==> src/rtl/factor_sequencer.sv <==
// rtl/factor_sequencer.sv - sequential divisibility-by-2..9 engine with ready/start and valid/ack handshakes
module factor_sequencer (
    input  logic       clk,
    input  logic       rst_n,
    input  logic [6:0] number,
    input  logic       start,
    output logic       ready,
    output logic       busy,
    output logic       valid,
    input  logic       ack,
    output logic [7:0] factors
);

    typedef enum logic [1:0] {
        S_IDLE = 2'd0,
        S_RUN  = 2'd1,
        S_DONE = 2'd2
    } state_t;

    state_t     state_q, state_d;
    logic [6:0] num_q, num_d;
    logic [6:0] rem_q, rem_d;
    logic [3:0] div_q, div_d;
    logic [7:0] mask_q, mask_d;

    // Shared compare/subtract unit and the mask bit the current divisor owns
    logic [6:0] div_ext;
    logic       rem_ge_div;
    logic [2:0] bit_idx;

    assign div_ext    = {3'b000, div_q};
    assign rem_ge_div = (rem_q >= div_ext);
    assign bit_idx    = 3'(div_q - 4'd2);

    // State register and datapath registers; reset discards any partial result
    always_ff @(posedge clk or negedge rst_n) begin
        if (!rst_n) begin
            state_q <= S_IDLE;
            num_q   <= 7'd0;
            rem_q   <= 7'd0;
            div_q   <= 4'd2;
            mask_q  <= 8'd0;
        end else begin
            state_q <= state_d;
            num_q   <= num_d;
            rem_q   <= rem_d;
            div_q   <= div_d;
            mask_q  <= mask_d;
        end
    end

    // Next-state: accept in IDLE, one subtract-or-record step per cycle in RUN, wait for ack in DONE
    always_comb begin
        state_d = state_q;
        num_d   = num_q;
        rem_d   = rem_q;
        div_d   = div_q;
        mask_d  = mask_q;
        case (state_q)
            S_IDLE: begin
                if (start) begin
                    num_d   = number;
                    rem_d   = number;
                    div_d   = 4'd2;
                    mask_d  = 8'd0;
                    state_d = S_RUN;
                end
            end
            S_RUN: begin
                if (rem_ge_div) begin
                    rem_d = rem_q - div_ext;
                end else begin
                    mask_d[bit_idx] = (rem_q == 7'd0);
                    if (div_q == 4'd9) begin
                        state_d = S_DONE;
                    end else begin
                        div_d = div_q + 4'd1;
                        rem_d = num_q;
                    end
                end
            end
            S_DONE: begin
                if (ack) begin
                    state_d = S_IDLE;
                end
            end
            default: begin
                state_d = S_IDLE;
            end
        endcase
    end

    // Outputs decode registered state only
    assign ready   = (state_q == S_IDLE);
    assign busy    = (state_q == S_RUN);
    assign valid   = (state_q == S_DONE);
    assign factors = mask_q;

endmodule

==> config.mk <==
export PLATFORM = sky130hd
export DESIGN_NAME = factor_sequencer
export DESIGN_NICKNAME = d
export VERILOG_FILES = /design/src/rtl/factor_sequencer.sv
export SDC_FILE = /design/constraint.sdc
export NUM_CORES = 1
export LEC_CHECK = 0
export BUFFER_PORTS_ARGS = -buffer_cell sky130_fd_sc_hd__buf_2
export CORE_MARGIN = 1
export CORE_UTILIZATION = 30
export CTS_CLUSTER_DIAMETER = 30
export DETAILED_ROUTE_END_ITERATION = 6
export SLEW_MARGIN = 20
export SYNTH_ARGS = -nofsm -noshare
export SYNTH_HDL_FRONTEND = slang
export SYNTH_SLANG_ARGS = --single-unit
export TNS_END_PERCENT = 30
==> constraint.sdc <==
create_clock -name clk -period 2.8 [get_ports clk]
set_clock_uncertainty 0.05 [all_clocks]
set_input_delay 0.28 -clock clk [delete_from_list [all_inputs] [get_ports clk]]
set_output_delay 0.28 -clock clk [all_outputs]
set_load 0.01 [all_outputs]
[Word level (Yosys, flattened, before mapping)]
Cells that the tools add are included.
Widths: inputs -> output; s select.
Word-level totals
  input bits: 11
  logic and storage cells: 48
  flip-flop bits (word level): 28
  output and inout port bits: 11
Cells by class
  $add $sub $neg: 3
  order comparisons: 3
  mux-type cells: 19
  eq/ne operators: 9
  reduce and logical (&&, ||, !) cells: 9
Operators with widths (count)
  $mux 7: 3
  $mux 8: 2
  $pmux 8 s2: 1
  $pmux 7 s2: 1
  $mux 4: 3
  $bwmux 8: 1
  $mux 2: 4
  $pmux 4 s2: 1
  $reduce_and 4->1: 2
  $ge 7x4->1: 1
  $logic_not 7->1: 1
  $sub 7x4->7: 1
  $ne 2x2->1 const B: 3
  $pmux 2 s3: 1
  $reduce_and 3->1: 2
  $add 4x1->4 const B: 1
  $eq 4x4->1 const B: 1
  $lt 3x4->1 const B: 1
  $ne 2x1->1 const B: 2
  $demux 1 s3: 1
  $ge 3x1->1 const B: 1
  $ne 3x3->1 const B: 1
  $sub 3x2->3 const B: 1
  $eq 2x1->1 const B: 1
  other kinds (6): 6

[Longest topological paths before layout]
Gate-level depths: netlist of the first run.
  word-level depth: 8
  depth in mapped cells: 9
  depth with buffers taken out: 9

[Worst setup path after synthesis of the first run]
OpenSTA, ideal clock, no wires.
  path type: flip-flop to flip-flop
  start: reg div_q[1]
  end: reg rem_q[5]
  data required time: 2.629 ns
  path slack: 0.712 ns
  data arrival time: 1.917 ns
  clock period less this slack: 2.088 ns
  buffers on the path: 1
  cell stages (with the launch flop): 9
  setup time: 0.121 ns
  cell sequence: dfstp_2 inv_1 ha_1 nand2b_1 a211oi_4 buf_6 nor3_1 o21ba_1 o22a_1
Between the ends
  longest elaborated chain between the ends: 3
  elaborated cells on any way between the ends: 7
  those cells by class: add/sub: 1; order compare: 1; eq/ne: 2; mux: 2; reduce/logical: 1
RTL lines
  start, declared: RTL line 23  | logic [3:0] div_q, div_d;
  start signal, assigned: RTL line 47  | div_q <= div_d;
  $sub 7x4->7 (tied with other cells): RTL line 71  | rem_d = rem_q - div_ext;
  $mux 7 / $ne 3x3->1 (equally long branches)
  $pmux 7 s2 / $reduce_and 3->1 (equally long branches)
  end signal, assigned: RTL line 46  | rem_q <= rem_d;
  end, declared: RTL line 22  | logic [6:0] rem_q, rem_d;
Several ways; a longest one is shown, not always the timed one.
A chain may end at the register's enable or synchronous reset.

[Worst setup path after layout of the first run]
Same ends and word-level chain as after synthesis.

==> results of run 1 <==
-- sequential cells by signal, indices dropped and copies added, names as in the netlist --
register and cells:
rem_q 7, state_q 2, factors 8, div_q 4
num_q 7
-- cell usage after synthesis, drive strengths merged, types with 5 or more instances --
library cell | instances | area [sq um]
nand2 | 34 | 132.6
dfrtp | 27 | 675.7
nor2 | 19 | 83.83
inv | 12 | 45.05
o21ai | 10 | 50.05
buf | 9 | 80.06
mux2i | 9 | 90.09
ha | 6 | 75.07
nor3 | 5 | 30.03
o31ai | 5 | 56.30
-- placed cells by master, fill, tap and decap left out, drive strengths merged, types with 5 or more instances in the layout --
cell type	n
o21ai	10
nand2	34
mux2i	9
nor3	5
o31ai	5
inv	12
buf	26
nor2	19
ha	6
dfrtp	27
-- critical path: stages, from the launching register on --
cell and delay (ps):
dfstp_2 590, inv_1 110, ha_1 310, nand4_1 130
nand3_2 220, o31ai_4 570, o21ba_1 220, o22a_1 180
-- worst paths after layout --
kind	start	to	slack, ps	cells past startpoint
setup / recovery	div_q[1]	rem_q[5]	310	7
hold / removal	number[6]	num_q[6]	160	3
setup reg to reg	div_q[1]	rem_q[5]	310	7
hold reg to reg	num_q[2]	num_q[2]	440	2
max in group asynchronous	rst_n	factors[2]	1780	2
min in group asynchronous	rst_n	num_q[4]	500	2
-- final cells by class --
type | count | share of cell area, %
multi-input combinational | 139 | 47.39
sequential | 28 | 34.80
tap | 72 | 4.467
timing repair buffer | 27 | 7.568
clock buffer | 3 | 2.047
clock inverter | 1 | 1.489
inverter | 12 | 2.233
-- logic make-up (layout without fill, tap and decap cells) --
kind of cell	count (synthesis)	in the layout	share of synthesized area, %
buffers and inverters	23	43	7.407
and+or+nand+nor	81	81	24.81
xor gates and xnor gates	4	4	1.956
DFF	28	28	39.20
muxes	9	9	5.032
AOI/OAI and AO/OA	38	38	16.28
adders and majority gates	7	7	5.311
-- routing by layer --
| layer | track usage (%) | wire [um] | share of wire [%] |
|---|---|---|---|
| met5 | 0 | 0 | 0 |
| met4 | 3.636 | 33 | 0.81 |
| met1 | 20.94 | 2061 | 51 |
| met3 | 2.759 | 181 | 4.5 |
| met2 | 21.47 | 1774 | 44 |
-- what timing repair did --
item,4_1_cts,5_1_grt
hold buffers,1,0
hold endpoints to repair,27,0
resized for setup,0,0
-- through the flow --
stage / total power, mW / instances
5_1_grt: 2.459 / 282
4_1_cts: 2.279 / 282
6_report: 2.264 / 282
3_5_place_dp: 1.943 / 277
3_3_place_gp: 1.919 / 277
2_1_floorplan: 1.707 / 190
-- report_power, final --
| group | internal [mW] | total, mW | switching [mW] |
|---|---|---|---|
| Combinational | 0.526 | 1.26 | 0.736 |
| Sequential | 0.558 | 0.671 | 0.113 |
| Clock | 0.192 | 0.330 | 0.138 |
| Total | 1.28 | 2.26 | 0.987 |
==> report_table.html, run 1 <==
<table>
<tr><th>Metric</th><th>Value</th></tr>
<tr><th colspan="2">Cells and area</th></tr>
<tr><td>Area grow syn2layout</td><td>12.65%</td></tr>
<tr><td>Final core area utilization</td><td>35.75%</td></tr>
<tr><td>Share of final-layout standard cells stronger than drive strength 1</td><td>22.38%</td></tr>
<tr><td>Number of diodes</td><td>0</td></tr>
<tr><td>Nets@finish</td><td>229</td></tr>
<tr><td>Area taken by multi-input logic gates</td><td>about 960 sq um</td></tr>
<tr><td>Number of inserted filler cells in the final layout</td><td>roughly 570</td></tr>
<tr><td>Area of all placed cells without fillers</td><td>a little over 2000 sq um</td></tr>
<tr><td>Flip-flop and latch area</td><td>between 700 and 800 sq um</td></tr>
<tr><th colspan="2">Routing</th></tr>
<tr><td>Vias per cell</td><td>a little under 5</td></tr>
<tr><td>Post-DRT Antenna Nets</td><td>0</td></tr>
<tr><td>Via count</td><td>1378</td></tr>
<tr><td>Post-route DRC</td><td>0</td></tr>
<tr><td>Initial DRC Count</td><td>88</td></tr>
<tr><td>Total length of routed wires</td><td>4.050 mm</td></tr>
<tr><td>Detailed-route wire length per cell</td><td>14.36 um</td></tr>
<tr><td>TritonRoute pass-1 iters</td><td>4</td></tr>
<tr><th colspan="2">STA</th></tr>
<tr><td>Final slew viol count</td><td>0</td></tr>
<tr><td>RSZ-0062 raised after global routing</td><td>no</td></tr>
<tr><td>Slew at the pin with the worst max-slew slack</td><td>~650 ps</td></tr>
<tr><td>Fin worst setup slack</td><td>311.6 ps</td></tr>
<tr><td>Post-Route Setup TNS</td><td>0 ps</td></tr>
<tr><td>Final period demand of the worst path</td><td>2488 ps</td></tr>
<tr><td>Final Hold Slack</td><td>around 160 ps</td></tr>
<tr><td>Slew HR</td><td>a little under three fifths</td></tr>
<tr><td>Setup violators final</td><td>0</td></tr>
<tr><td>Total count of hold-check failures in the final report</td><td>0</td></tr>
<tr><td>Final worst-path cycle share</td><td>88.87%</td></tr>
<tr><td>Max Clock Freq</td><td>about 400 MHz</td></tr>
<tr><th colspan="2">Place</th></tr>
<tr><td>Pre-CTS worst setup slack</td><td>around 320 ps</td></tr>
<tr><td>DP HPWL</td><td>between 2 and 3 mm</td></tr>
<tr><td>Number of buffer cells added on primary ports</td><td>21</td></tr>
<tr><td>DP Area</td><td>between 1500 and 2000 sq um</td></tr>
<tr><td>Gp weighted congestion</td><td>about 0.86</td></tr>
<tr><th colspan="2">Floorplanning</th></tr>
<tr><td>Overall die height</td><td>between 70 and 80 um</td></tr>
<tr><td>Horizontal extent of the die</td><td>79.26 um</td></tr>
<tr><td>Full die area</td><td>6281 sq um</td></tr>
<tr><td>Number of placement rows</td><td>27</td></tr>
<tr><td>Initial standard-cell utilization of the core</td><td>a little under a third</td></tr>
<tr><td>Core area</td><td>roughly 5600 sq um</td></tr>
<tr><td>I/O pins</td><td>22</td></tr>
<tr><th colspan="2">Hold path</th></tr>
<tr><td>Type of the tightest min-delay check</td><td>input port to flop</td></tr>
<tr><th colspan="2">Clock network</th></tr>
<tr><td>Clock slew at reported path FFs</td><td>100 ps</td></tr>
<tr><td>Deepest level of the CTS H-tree</td><td>1</td></tr>
<tr><td>TritonCTS clock tree</td><td>yes</td></tr>
<tr><td>Clk_lat worst skew</td><td>around 280 ps</td></tr>
<tr><td>Deepest clock path buffer count</td><td>2</td></tr>
<tr><td>Post-CTS Setup Bufs</td><td>0</td></tr>
<tr><td>Clock tree root driver cell</td><td>clkbuf_8</td></tr>
<tr><td>Total clock buffers created by CTS</td><td>3</td></tr>
<tr><td>Clock Sink Count</td><td>28</td></tr>
<tr><th colspan="2">Synth</th></tr>
<tr><td>Count of yosys warnings during synthesis</td><td>0</td></tr>
<tr><td>Count of distinct cell types in the synthesized netlist</td><td>46</td></tr>
<tr><td>Post-synthesis instance area</td><td>between 1500 and 2000 sq um</td></tr>
<tr><td>Number of enable flip-flop cells after synthesis</td><td>0</td></tr>
<tr><td>Share of synthesized registers carrying an async set or reset</td><td>between 90% and 100%</td></tr>
<tr><td>Total nets after synthesis</td><td>about 210</td></tr>
<tr><td>Most common flop cell mapped by yosys</td><td>dfrtp_1</td></tr>
<tr><td>Seq cells post-synth</td><td>28</td></tr>
<tr><td>Average footprint of a synthesized cell</td><td>roughly 9.4 sq um</td></tr>
<tr><td>Seq/Total Area, Yosys</td><td>about two fifths</td></tr>
<tr><td>Gate count of the mapped netlist</td><td>190</td></tr>
<tr><th colspan="2">Power and ir drop</th></tr>
<tr><td>Max rail drop VDD</td><td>0.0004594 V</td></tr>
<tr><td>Power per Cell Area</td><td>about 1100 nW/um^2</td></tr>
<tr><td>Cell leakage power</td><td>0.9087 nW</td></tr>
<tr><th colspan="2">Outcome</th></tr>
<tr><td>Run status</td><td>completed</td></tr>
<tr><th colspan="2">Flow run</th></tr>
<tr><td>Max-cap violations</td><td>0</td></tr>
<tr><th colspan="2">Global routing</th></tr>
<tr><td>Number of antenna violations at the first check in global routing</td><td>0</td></tr>
<tr><td>Global-route wire length before repair</td><td>between 7 and 8 mm</td></tr>
<tr><td>Global-route usage over all layers</td><td>approximately 14%</td></tr>
<tr><td>Global route overflow</td><td>0</td></tr>
<tr><td>Pin count of the biggest net entering global routing</td><td>29</td></tr>
<tr><td>Number of global-route vias before repair</td><td>1399</td></tr>
<tr><th colspan="2">Worst setup path</th></tr>
<tr><td>Endpoint kind of the worst setup timing path</td><td>flop</td></tr>
<tr><td>Nature of the critical path startpoint</td><td>flop</td></tr>
<tr><td>Crit Path Class</td><td>flop to flop</td></tr>
<tr><td>Signal arrival time at the worst endpoint</td><td>between 2000 and 3000 ps</td></tr>
<tr><td>Worst Path Max Fanout</td><td>13</td></tr>
<tr><td>Required @ worst endpoint</td><td>roughly 2900 ps</td></tr>
</table>
No activity file was read; power rests on OpenSTA's default activity.
==> inputs of run 2 (changes only) <==
- CORE_ASPECT_RATIO: default -> 1.25
- SKIP_CTS_REPAIR_TIMING: default -> 1
==> run 2 against run 1 <==
The flow now finishes with violations (hold timing). Register-to-register slack got worse by 30 ps. Final cell count fell by 3.2%. Via count fell by 0.44%. Total power fell by 0.74%. Worst hold slack got worse by 190 ps. Worst setup slack got worse by 29 ps. Combinational power barely moved. First-iteration DRC count fell by 52%. Core utilization fell by 1.4 points. Non-clock buffer count fell by 3. Highest routed layer unchanged. Final area fell by 1.6%. Clock power barely moved.
==> report_table.html, run 2 (synthesis gave the netlist of run 1 again) <==
<table>
<tr><th>Metric</th><th>Value</th></tr>
<tr><th colspan="2">Outcome</th></tr>
<tr><td>Run status</td><td>finished with violations</td></tr>
<tr><td>Violations in the final reports</td><td>hold timing</td></tr>
<tr><th colspan="2">Cells and area</th></tr>
<tr><td>Area of all placed cells without fillers</td><td>1984 sq um</td></tr>
<tr><td>Area taken by multi-input logic gates</td><td>~960 sq um</td></tr>
<tr><td>Finished Layout Cells</td><td>roughly 270</td></tr>
<tr><td>Area grow syn2layout</td><td>10.83%</td></tr>
<tr><td>Share of final-layout standard cells stronger than drive strength 1</td><td>a little over a fifth</td></tr>
<tr><td>Number of inserted filler cells in the final layout</td><td>about 600</td></tr>
<tr><td>Leading cell type in the layout, fill and taps excluded</td><td>nand2_1</td></tr>
<tr><td>Most used cells in the layout excluding fill and tap cells</td><td>32 x nand2_1, 27 x dfrtp_1, 21 x buf_2</td></tr>
<tr><td>Number of diodes</td><td>0</td></tr>
<tr><td>Number of flip-flops under the largest register name</td><td>8</td></tr>
<tr><td>Flip-flop and latch area</td><td>about 700 sq um</td></tr>
<tr><td>Nets@finish</td><td>approximately 230</td></tr>
<tr><th colspan="2">Place</th></tr>
<tr><td>Gp weighted congestion</td><td>about 0.83</td></tr>
<tr><td>DP Area</td><td>1913 sq um</td></tr>
<tr><td>Number of buffer cells added on primary ports</td><td>21</td></tr>
<tr><td>DP HPWL</td><td>2.902 mm</td></tr>
<tr><td># placed instances</td><td>between 200 and 300</td></tr>
<tr><th colspan="2">Clock network</th></tr>
<tr><td>Deepest clock path buffer count</td><td>2</td></tr>
<tr><td>Clock tree root driver cell</td><td>clkbuf_8</td></tr>
<tr><td>Deepest level of the CTS H-tree</td><td>1</td></tr>
<tr><td>Clock Sink Count</td><td>28</td></tr>
<tr><td>Clk_lat worst skew</td><td>approximately 280 ps</td></tr>
<tr><td>Total clock buffers created by CTS</td><td>3</td></tr>
<tr><td>Clock slew at reported path FFs</td><td>approximately 110 ps</td></tr>
<tr><td>TritonCTS clock tree</td><td>yes</td></tr>
<tr><th colspan="2">Routing</th></tr>
<tr><td>Top metal layer carrying routed signals</td><td>met4</td></tr>
<tr><td>Total length of routed met2 wires</td><td>1.940 mm</td></tr>
<tr><td>Via count</td><td>~1400</td></tr>
<tr><td>Detailed-route wire length per cell</td><td>between 10 and 15 um</td></tr>
<tr><td>Routed metal-1 wire length</td><td>about 1.9 mm</td></tr>
<tr><td>Post-DRT Antenna Nets</td><td>0</td></tr>
<tr><td>Total length of routed wires</td><td>4.020 mm</td></tr>
<tr><td>Initial DRC Count</td><td>between 40 and 50</td></tr>
<tr><td>Post-route DRC</td><td>0</td></tr>
<tr><td>Vias per cell</td><td>around 5</td></tr>
<tr><td>Detailed-routed wire length on met3</td><td>about 93 um</td></tr>
<tr><td>TritonRoute pass-1 iters</td><td>6</td></tr>
<tr><th colspan="2">Power and ir drop</th></tr>
<tr><td>Total chip power</td><td>~2.2 mW</td></tr>
<tr><td>Combinational share of power</td><td>about 55%</td></tr>
<tr><td>Internal portion of total power</td><td>1.266 mW</td></tr>
<tr><td>Cell leakage power</td><td>just under 0.9 nW</td></tr>
<tr><td>Switching pwr</td><td>0.9809 mW</td></tr>
<tr><td>Switching share of power</td><td>between 40% and 50%</td></tr>
<tr><td>Clk pwr share</td><td>around 15%</td></tr>
<tr><td>Sequential power share</td><td>30.6%</td></tr>
<tr><td>Max rail drop VDD</td><td>around 0.00034 V</td></tr>
<tr><td>Power per Cell Area</td><td>around 1100 nW/um^2</td></tr>
<tr><th colspan="2">STA</th></tr>
<tr><td>Slew at the pin with the worst max-slew slack</td><td>~650 ps</td></tr>
<tr><td>Total count of hold-check failures in the final report</td><td>27</td></tr>
<tr><td>Final worst-path cycle share</td><td>roughly 90%</td></tr>
<tr><td>Final slew viol count</td><td>0</td></tr>
<tr><td>Setup violators final</td><td>0</td></tr>
<tr><td>Slew HR</td><td>56.48%</td></tr>
<tr><td>Max Clock Freq</td><td>397.2 MHz</td></tr>
<tr><td>Final Hold Slack</td><td>-37.62 ps</td></tr>
<tr><td>Post-Route Setup TNS</td><td>0 ps</td></tr>
<tr><td>RSZ-0062 raised after global routing</td><td>no</td></tr>
<tr><td>Final period demand of the worst path</td><td>roughly 2500 ps</td></tr>
<tr><th colspan="2">Worst setup path</th></tr>
<tr><td>Maximum cell stage delay along the critical path</td><td>roughly 550 ps</td></tr>
<tr><td>Crit-path cells</td><td>inv_1 &gt; ha_1 &gt; nand4_1 &gt; nand3_2 &gt; o31ai_4 &gt; o21ba_1 &gt; o22a_1</td></tr>
<tr><td>Crit Path Class</td><td>flop to flop</td></tr>
<tr><td>Number of buffer and inverter instances along the worst setup path</td><td>1</td></tr>
<tr><td>Worst Path Max Fanout</td><td>13</td></tr>
<tr><td>Max stage delay cell, worst path</td><td>dfrtp_1</td></tr>
<tr><td>Reg2Reg Capture Point</td><td>rem_q[5]</td></tr>
<tr><td>Number of cells traversed by the worst register-to-register path</td><td>7</td></tr>
<tr><td>Required @ worst endpoint</td><td>2930 ps</td></tr>
<tr><td>Nature of the critical path startpoint</td><td>flop</td></tr>
<tr><td>Signal arrival time at the worst endpoint</td><td>roughly 2600 ps</td></tr>
<tr><td>Kind of cell adding the most delay to the critical path</td><td>compound AO/OA/AOI/OAI gates</td></tr>
<tr><td>Source of the worst register-to-register timing path</td><td>div_q[2]</td></tr>
<tr><td>Worst R2R Setup Slack</td><td>280 ps</td></tr>
<tr><td>Endpoint kind of the worst setup timing path</td><td>flop</td></tr>
<tr><th colspan="2">Flow run</th></tr>
<tr><td>Max-cap violations</td><td>0</td></tr>
<tr><th colspan="2">Floorplanning</th></tr>
<tr><td>Core area</td><td>5779 sq um</td></tr>
<tr><td>Horizontal extent of the die</td><td>between 70 and 80 um</td></tr>
<tr><td>I/O pins</td><td>22</td></tr>
<tr><td>Number of placement rows</td><td>31</td></tr>
<tr><td>Overall die height</td><td>88.38 um</td></tr>
<tr><td>Initial standard-cell utilization of the core</td><td>a little under a third</td></tr>
<tr><td>Full die area</td><td>roughly 6300 sq um</td></tr>
<tr><th colspan="2">Global routing</th></tr>
<tr><td>Number of antenna violations at the first check in global routing</td><td>0</td></tr>
<tr><td>Global-route wire length before repair</td><td>slightly below 7 mm</td></tr>
<tr><td>Pin count of the biggest net entering global routing</td><td>29</td></tr>
<tr><td>Number of global-route vias before repair</td><td>about 1400</td></tr>
<tr><td>Global-route usage over all layers</td><td>around 14%</td></tr>
<tr><td>Global route overflow</td><td>0</td></tr>
<tr><th colspan="2">Hold path</th></tr>
<tr><td>Type of the tightest min-delay check</td><td>input port to async pin</td></tr>
</table>
run 2: cell types whose count changed in the layout (fill, tap and decap cells not counted), sizes merged:
cell,previous run,this run
buf,26,24
dlygate4sd3,1,0
run 2: worst reg2reg max path: stages, from the launching register on:
cell and delay [ps]:
dfrtp_1 550, inv_1 150, ha_1 360, nand4_1 150, nand3_2 210, o31ai_4 540
o21ba_1 220, o22a_1 180
run 2: metal layers:
metal | track usage, % | vias up
li1 | - | 688
met1 | 17.64 | 665
met2 | 24.74 | 15
met3 | 2.620 | 4
met4 | 5.455 | 0
met5 | 0 | -
run 2: worst max-delay path by stage:
stage | from | depth (start not counted) | slack, ps | end
6_report | div_q[2] | 7 | 280 | rem_q[5]
5_1_grt | div_q[2] | 7 | 90 | rem_q[5]
4_1_cts | div_q[2] | 7 | 250 | rem_q[5]
3_5_place_dp | div_q[2] | 7 | 290 | rem_q[5]
3_3_place_gp | div_q[2] | 7 | 360 | rem_q[5]
2_1_floorplan | div_q[1] | 8 | 710 | rem_q[5]
run 2: power groups by stage:
stage               Combinational, mW  Sequential [mW]  Clock (mW)
finish                           1.23            0.687       0.330
global route                     1.38            0.705       0.344
global placement                 1.22            0.692           0
floorplan                        1.05            0.655           0
detailed placement               1.23            0.694           0
CTS                              1.24            0.688       0.331
run 2: per-stage QoR:
stage / utilization (%) / setup slack (ps)
6_report: 34.34 / 282.5
4_1_cts: 34.34 / 248.4
3_5_place_dp: 33.10 / 293.3
2_1_floorplan: - / 712.1
3_3_place_gp: 33.10 / 357.1
5_1_grt: 34.34 / 94.35
run 2: area by class of cell:
| class | count | area share, % |
|---|---|---|
| clock buffer | 3 | 2.081 |
| sequential | 28 | 35.37 |
| clock inverter | 1 | 1.513 |
| timing repair buffer | 24 | 6.431 |
| tap | 66 | 4.161 |
| multi-input combinational | 139 | 48.17 |
| inverter | 12 | 2.270 |
